==> src/rtl/fpu_op_sequencer.sv <==
// ---------------------------------------------------------------------------
// fpu_op_sequencer
//
// Single-issue controller sitting in front of the FP add/sub/mul/div datapath
// and the IEEE-754 exception handler. One operation is accepted at a time:
// operands are registered, screened by the exception handler, and either the
// special-case result is returned directly or the selected arithmetic unit is
// started and its result returned once it signals done.
//
// Optional feature (compile-time macro):
//   FPU_SEQ_TIMEOUT_EN - builds a watchdog on the WAIT state. After
//                        TIMEOUT_CYCLES WAIT cycles without unit_done the op
//                        is aborted with a quiet NaN and timeout_flag set.
//                        Without the macro WAIT holds until unit_done and
//                        timeout_flag is tied low.
//
// Ports:
//   clk, rst                 clock (rising edge), async active-high reset
//   in_valid / in_ready      request handshake (in_ready high only in IDLE)
//   float_num1/2, opcode     request operands and op (00 add 01 sub 10 mul 11 div)
//   op_a, op_b, op_code      registered operands/opcode to handler and units
//   exc_sel, exc_out         exception handler verdict and special result
//   unit_start               one-cycle start pulse to the selected unit
//   unit_done, unit_result   unit completion and its result
//   out_valid / out_ready    result handshake; result held until accepted
//   result                   final result
//   exc_flag                 result came from the exception path
//   timeout_flag             result is a watchdog abort
//   op_count, exc_count      saturating counts of accepted / exception results
// ---------------------------------------------------------------------------
module fpu_op_sequencer #(
  parameter int DATA_WIDTH     = 32,
  parameter int OP_WIDTH       = 2,
  parameter int CNT_WIDTH      = 16,
  parameter int TIMEOUT_CYCLES = 64
) (
  input  logic                  clk,
  input  logic                  rst,
  input  logic                  in_valid,
  output logic                  in_ready,
  input  logic [DATA_WIDTH-1:0] float_num1,
  input  logic [DATA_WIDTH-1:0] float_num2,
  input  logic [OP_WIDTH-1:0]   opcode,
  output logic [DATA_WIDTH-1:0] op_a,
  output logic [DATA_WIDTH-1:0] op_b,
  output logic [OP_WIDTH-1:0]   op_code,
  input  logic                  exc_sel,
  input  logic [DATA_WIDTH-1:0] exc_out,
  output logic                  unit_start,
  input  logic                  unit_done,
  input  logic [DATA_WIDTH-1:0] unit_result,
  output logic                  out_valid,
  input  logic                  out_ready,
  output logic [DATA_WIDTH-1:0] result,
  output logic                  exc_flag,
  output logic                  timeout_flag,
  output logic [CNT_WIDTH-1:0]  op_count,
  output logic [CNT_WIDTH-1:0]  exc_count
);

  typedef enum logic [2:0] {
    S_IDLE  = 3'd0,
    S_CHECK = 3'd1,
    S_EXEC  = 3'd2,
    S_WAIT  = 3'd3,
    S_DONE  = 3'd4
  } state_t;

  localparam logic [CNT_WIDTH-1:0] CNT_MAX = '1;

  // A zero watchdog limit would make the WAIT compare meaningless.
  if (TIMEOUT_CYCLES < 1) begin : g_bad_timeout
    $error("fpu_op_sequencer: TIMEOUT_CYCLES must be at least 1");
  end

  state_t                 state_reg;
  logic                   in_ready_reg;
  logic                   out_valid_reg;
  logic                   unit_start_reg;
  logic                   exc_flag_reg;
  logic [DATA_WIDTH-1:0]  result_reg;
  logic [DATA_WIDTH-1:0]  op_a_reg;
  logic [DATA_WIDTH-1:0]  op_b_reg;
  logic [OP_WIDTH-1:0]    op_code_reg;
  logic [CNT_WIDTH-1:0]   op_count_reg;
  logic [CNT_WIDTH-1:0]   op_count_next;
  logic [CNT_WIDTH-1:0]   exc_count_reg;
  logic [CNT_WIDTH-1:0]   exc_count_next;

`ifdef FPU_SEQ_TIMEOUT_EN
  localparam int WAIT_CNT_WIDTH = $clog2(TIMEOUT_CYCLES + 1);
  localparam logic [DATA_WIDTH-1:0] QNAN = DATA_WIDTH'(32'h7FC0_0000);

  logic                      timeout_flag_reg;
  logic [WAIT_CNT_WIDTH-1:0] wait_cnt_reg;
  logic                      wait_expired;

  // wait_cnt_reg counts completed WAIT cycles, so TIMEOUT_CYCLES-1 marks the
  // last WAIT cycle allowed before the abort.
  assign wait_expired = (wait_cnt_reg == WAIT_CNT_WIDTH'(TIMEOUT_CYCLES - 1));
  assign timeout_flag = timeout_flag_reg;
`else
  assign timeout_flag = 1'b0;
`endif

  // Counters advance on the output handshake only, so the count reflects
  // results actually taken by the consumer. Both stick at all-ones.
  always_comb begin
    op_count_next  = op_count_reg;
    exc_count_next = exc_count_reg;
    if (out_valid_reg && out_ready) begin
      if (op_count_reg != CNT_MAX) begin
        op_count_next = op_count_reg + CNT_WIDTH'(1);
      end
      if (exc_flag_reg && (exc_count_reg != CNT_MAX)) begin
        exc_count_next = exc_count_reg + CNT_WIDTH'(1);
      end
    end
  end

  always_ff @(posedge clk or posedge rst) begin
    if (rst) begin
      state_reg      <= S_IDLE;
      in_ready_reg   <= 1'b1;
      out_valid_reg  <= 1'b0;
      unit_start_reg <= 1'b0;
      exc_flag_reg   <= 1'b0;
      result_reg     <= '0;
      op_a_reg       <= '0;
      op_b_reg       <= '0;
      op_code_reg    <= '0;
      op_count_reg   <= '0;
      exc_count_reg  <= '0;
`ifdef FPU_SEQ_TIMEOUT_EN
      timeout_flag_reg <= 1'b0;
      wait_cnt_reg     <= '0;
`endif
    end else begin
      op_count_reg  <= op_count_next;
      exc_count_reg <= exc_count_next;

      case (state_reg)
        S_IDLE: begin
          if (in_valid) begin
            op_a_reg     <= float_num1;
            op_b_reg     <= float_num2;
            op_code_reg  <= opcode;
            in_ready_reg <= 1'b0;
            state_reg    <= S_CHECK;
          end
        end

        // The handler sees the registered operands during this cycle.
        S_CHECK: begin
          if (exc_sel) begin
            result_reg    <= exc_out;
            exc_flag_reg  <= 1'b1;
`ifdef FPU_SEQ_TIMEOUT_EN
            timeout_flag_reg <= 1'b0;
`endif
            out_valid_reg <= 1'b1;
            state_reg     <= S_DONE;
          end else begin
            unit_start_reg <= 1'b1;
            state_reg      <= S_EXEC;
          end
        end

        // unit_start is high for exactly this cycle. A unit that answers in
        // the same cycle it is started skips WAIT entirely.
        S_EXEC: begin
          unit_start_reg <= 1'b0;
          if (unit_done) begin
            result_reg    <= unit_result;
            exc_flag_reg  <= 1'b0;
`ifdef FPU_SEQ_TIMEOUT_EN
            timeout_flag_reg <= 1'b0;
`endif
            out_valid_reg <= 1'b1;
            state_reg     <= S_DONE;
          end else begin
`ifdef FPU_SEQ_TIMEOUT_EN
            wait_cnt_reg <= '0;
`endif
            state_reg <= S_WAIT;
          end
        end

        // unit_done wins over an abort landing in the same cycle.
        S_WAIT: begin
          if (unit_done) begin
            result_reg    <= unit_result;
            exc_flag_reg  <= 1'b0;
`ifdef FPU_SEQ_TIMEOUT_EN
            timeout_flag_reg <= 1'b0;
`endif
            out_valid_reg <= 1'b1;
            state_reg     <= S_DONE;
          end
`ifdef FPU_SEQ_TIMEOUT_EN
          else if (wait_expired) begin
            result_reg       <= QNAN;
            exc_flag_reg     <= 1'b0;
            timeout_flag_reg <= 1'b1;
            out_valid_reg    <= 1'b1;
            state_reg        <= S_DONE;
          end else begin
            wait_cnt_reg <= wait_cnt_reg + WAIT_CNT_WIDTH'(1);
          end
`endif
        end

        // Result and flags are frozen here. A pending request is only taken
        // after returning to IDLE, which costs one cycle but keeps the
        // operand registers stable while the result is outstanding.
        S_DONE: begin
          if (out_ready) begin
            out_valid_reg <= 1'b0;
            in_ready_reg  <= 1'b1;
            state_reg     <= S_IDLE;
          end
        end

        default: begin
          out_valid_reg  <= 1'b0;
          unit_start_reg <= 1'b0;
          in_ready_reg   <= 1'b1;
          state_reg      <= S_IDLE;
        end
      endcase
    end
  end

  assign in_ready   = in_ready_reg;
  assign out_valid  = out_valid_reg;
  assign unit_start = unit_start_reg;
  assign exc_flag   = exc_flag_reg;
  assign result     = result_reg;
  assign op_a       = op_a_reg;
  assign op_b       = op_b_reg;
  assign op_code    = op_code_reg;
  assign op_count   = op_count_reg;
  assign exc_count  = exc_count_reg;

endmodule

==> config.mk <==
export PLATFORM = sky130hd
export DESIGN_NAME = fpu_op_sequencer
export DESIGN_NICKNAME = d
export VERILOG_FILES = /design/src/rtl/fpu_op_sequencer.sv
export SDC_FILE = /design/constraint.sdc
export NUM_CORES = 1
export LEC_CHECK = 0
export ABC_AREA = 1
export ABC_CLOCK_PERIOD_IN_PS = 5780
export CORE_ASPECT_RATIO = 0.8
export CORE_MARGIN = 10
export CORE_UTILIZATION = 44
export DETAILED_ROUTE_END_ITERATION = 10
export MAX_ROUTING_LAYER = met4
export PLACE_DENSITY = 0.91
export SYNTH_ARGS = -nofsm -noshare
export SYNTH_HDL_FRONTEND = slang
export SYNTH_SLANG_ARGS = --single-unit
export TNS_END_PERCENT = 20
==> constraint.sdc <==
create_clock -name clk -period 5.78 [get_ports clk]
set_input_delay 0.578 -clock clk [delete_from_list [all_inputs] [get_ports clk]]
set_output_delay 0.578 -clock clk [all_outputs]
set_load 0.01 [all_outputs]
==> run summary <==
The first global-routing pass estimated 33490 µm of wire. The share of the core filled with cells in the final layout came out at 0.6669. Entering global routing, the biggest net connects 82 pins. The number of buffers and inverters on the critical path works out to 1. The worst max-slew margin expressed relative to the limit was 0.2133. For the smallest hold slack, the log shows 0.4694 ns. Leaving out fill and tap cells, the most frequent cell in the layout is sky130_fd_sc_hd__nand2_1.

The share of the yosys chip area belonging to registers is 0.5177, and the clock skew is 0.01051 ns. The run finished with clean final reports. The first detailed-routing pass took 7 iterations. The layout cell share with drive strength beyond 1 was 0.05846; the summed negative setup slack over all endpoints was 0 ns. The tools report the number of buffers inserted during clock tree synthesis as 17. The cell count after placement was 1286; the total power divided by cell area was 490.5 mW/mm². Summing internal, switching and leakage power gives 4.863 mW. The final critical delay including setup and external delays was 2.973 ns. Signal routing reaches up to met4. The highest fanout seen on the critical path is 35, and the global placer's final weighted congestion is 0.8413. Setup violations remaining at the end of the flow were counted as 0.

In the synthesized netlist, the number of instances is 867. The proportion of netlist area held by the largest area contributor works out to 0.5137. The critical path goes through nand2_2, nor2_2, nor2_4, inv_4, nand2_1, nand2_1. The count of boundary I/O pins came out at 271. Final net count: 1254.

The tree built by TritonCTS fans out to 137 sinks. The proportion of total power due to net switching works out to 0.3880. The highest cell delay on the worst timing path was 0.82 ns; the placement row count was 40. The post-route clock period utilization was 0.5143; the starting DRC count in detailed routing was 371. In this run the post-CTS setup repair buffer count came out at 0.

Routed length per placed instance: 16.16 µm. The path class of the tightest hold or removal check is flip-flop to flip-flop. Once detail routing completed, the nets flagged for antenna violations numbered 0.

The most used flip-flop cell after synthesis is sky130_fd_sc_hd__dfrtp_1. The tool flagged a number of max-cap violations equal to 0. For the starting density of the core, the log shows 0.4457.

The tools report the switching component of the power as 1.887 mW. The tools report the total routing resource utilization after global routing as 0.2139. The tools report the unique cell type count in the Yosys netlist as 28.

The HPWL after detailed placement is 15470 µm, and the number of flops mapped to enable cells by yosys is 0. Averaged over all synthesized cells, the footprint is 7.641 µm². The internal power of the cells totals 2.976 mW. TritonCTS built the clock tree. In this run the standard cell core region covers 0.01486 mm².

The actual slew at the worst max-slew pin was 1.180 ns. The startpoint-to-endpoint class of the critical path is flip-flop to flip-flop. Excluding fillers, the count of instances in the completed layout stands at 1318. Clock tree buffer depth: 2.

Port buffering added 269 buffers. For the met2 wirelength from detailed routing, the log shows 10890 µm. The largest individual stage delay along the critical path comes from the cell sky130_fd_sc_hd__dfrtp_1. The required time at the endpoint of the critical path is 6.09 ns, and the clock edge transition at the registers on the reported setup and hold paths is 0.07 ns. STA classifies the critical path endpoint as a flip-flop. The wire length on met3 was 1366 µm; the number of failing hold endpoints at the final stage was 0. For this block, the via count after detailed routing is 6540. In the layout the commonest cells are 437 x sky130_fd_sc_hd__nand2_1, 268 x sky130_fd_sc_hd__clkdlybuf4s50_1, 136 x sky130_fd_sc_hd__dfrtp_1.

After detailed routing, the wire length on met1 is 8456 µm. sky130_fd_sc_hd__dfrtp_1 takes more of the synthesized area than any other cell. The run gives 0 as the number of antenna diodes. Grouping stages by cell kind, the critical path spends the most delay in simple AND/OR/NAND/NOR gates. Measured along the x axis, the die boundary spans 157.2 µm. The run gives 0 as the count of warnings emitted by yosys. The most numerous cell type found on the critical path is sky130_fd_sc_hd__nand2_1. The sequential fraction of design power is 0.334, and the signal arrival time at the worst endpoint is 3.29 ns. The upper clock frequency limit was 336.4 MHz. The worst setup path is launched from a flip-flop. For this block, the routed nets add up to 21300 µm of wire. Setup repair after global routing left no endpoint under its margin. The via count of the first global-routing pass is 6528.

Synthesis produced a netlist with a net count of 1005. Proportion of synthesized flip-flops having asynchronous set or reset: 1.000. The run gives 2.81 ns as the setup slack of the worst register-to-register path.

The H-tree generated during clock tree synthesis spans 4 levels. The run gives 0 as the number of max-slew violations in the final report. Across the VDD grid, the largest voltage drop is 0.0002815 V.

For this run, design rule violations remaining after detail routing come to 0. The number of hold buffers added after CTS was 0. At the later pin of the worst-skew pair, clock insertion delay measures 0.43 ns. The area growth from synthesis to layout is 49.63%.

The number of vias per cell was 4.962. The cell sitting at the root of the clock tree is a sky130_fd_sc_hd__clkbuf_16. In this run the static leakage power is 4.762 nW. For the count of instances resized after the clock tree is built, the log shows 0. Global routing finished with a remaining overflow of 0. Summing every instance area after synthesis gives 0.006625 mm². The initial antenna violation count was 0.

The die extent in y came out at 129.8 µm. By area the synthesized netlist is led by sky130_fd_sc_hd__dfrtp_1 51%, sky130_fd_sc_hd__nand2_1 25%, sky130_fd_sc_hd__nand3_1 9.1%, sky130_fd_sc_hd__nor2_1 2.2%, sky130_fd_sc_hd__inv_1 1.9%. The run gives 0.226 as the clock share of power. Synthesis-stage register bit count: 137. The overall die area was 0.02040 mm²; the combinational fraction of design power was 0.439.
## worst register-to-register path: cells and delay by family (launching register included)
kind / cells / cell delay (ns)
DFF: 1 / 0.82
and+or+nand+nor: 5 / 1.74
buffers and inverters: 1 / 0.31
## synthesized netlist by cell type (2+ instances only)
master and count:
sky130_fd_sc_hd__a21oi_1 2, sky130_fd_sc_hd__and3_1 2, sky130_fd_sc_hd__buf_1 5, sky130_fd_sc_hd__buf_2 11
sky130_fd_sc_hd__buf_4 10, sky130_fd_sc_hd__buf_6 7, sky130_fd_sc_hd__clkbuf_1 10, sky130_fd_sc_hd__dfrtp_1 136
sky130_fd_sc_hd__ha_1 2, sky130_fd_sc_hd__inv_1 33, sky130_fd_sc_hd__inv_2 3, sky130_fd_sc_hd__nand2_1 437
sky130_fd_sc_hd__nand2_2 5, sky130_fd_sc_hd__nand3_1 120, sky130_fd_sc_hd__nand3_2 10, sky130_fd_sc_hd__nand3b_1 3
sky130_fd_sc_hd__nand4_1 2, sky130_fd_sc_hd__nor2_1 38, sky130_fd_sc_hd__nor2_2 5, sky130_fd_sc_hd__nor2_4 2
sky130_fd_sc_hd__nor3_1 3, sky130_fd_sc_hd__o21ai_0 10, sky130_fd_sc_hd__xnor2_1 2, sky130_fd_sc_hd__xor2_1 5
## routing by layer
metal | global-route usage | vias up
li1 | - | 3214
met1 | 0.2399 | 3075
met2 | 0.3552 | 215
met3 | 0.06184 | 36
met4 | 0.08672 | 0
met5 | - | -
## kinds of logic (layout without fill, tap and decap cells)
kind of cell               Yosys count  after routing  share of synthesized area
AOI/OAI and AO/OA                   13             13                    0.01020
buffers and inverters               80            342                    0.06138
xor gates and xnor gates             7              7                   0.009254
and+or+nand+nor                    627            627                     0.3972
DFF                                137            137                     0.5177
adders and majority gates            2              2                   0.003777
other                                1              1                  0.0005660
## per-stage QoR
stage,area [µm²],setup slack [ns]
3_5_place_dp,9321,2.728
4_1_cts,9913,2.739
2_1_floorplan,6625,1.536
3_3_place_gp,9321,2.859
5_1_grt,9913,2.416
6_report,9913,2.807
## power by group through the flow
stage	combinational [mW]	clock, mW	sequential, mW
finish	2.14	1.10	1.63
global route	2.35	1.16	1.68
CTS	2.17	1.11	1.63
detailed placement	2.16	0	1.63
global placement	2.10	0	1.62
floorplan	0.974	0	1.75
## layout make-up
cell class | count | area (µm²)
Inverter | 37 | 146.4
Sequential cell | 137 | 3430
Clock inverter | 15 | 166.4
Tap cell | 189 | 236.5
Clock buffer | 17 | 425.4
Fill cell | 1213 | 4951
Timing Repair Buffer | 273 | 2718
Multi-Input combinational cell | 650 | 2791
## worst paths after layout
| check | startpoint | endpoint | cells past startpoint |
|---|---|---|---|
| setup / recovery | state_reg[1]$_DFFE_PP0P_ | result[2]$_DFFE_PP0P_ | 6 |
| hold / removal | result[14]$_DFFE_PP0P_ | result[14]$_DFFE_PP0P_ | 2 |
| setup reg to reg | state_reg[1]$_DFFE_PP0P_ | result[2]$_DFFE_PP0P_ | 6 |
| hold reg to reg | result[14]$_DFFE_PP0P_ | result[14]$_DFFE_PP0P_ | 2 |
| max in group asynchronous | rst | op_a[23]$_DFFE_PP0P_ | 3 |
| min in group asynchronous | rst | result[23]$_DFFE_PP0P_ | 2 |
Power figures use the tool's default switching activity.
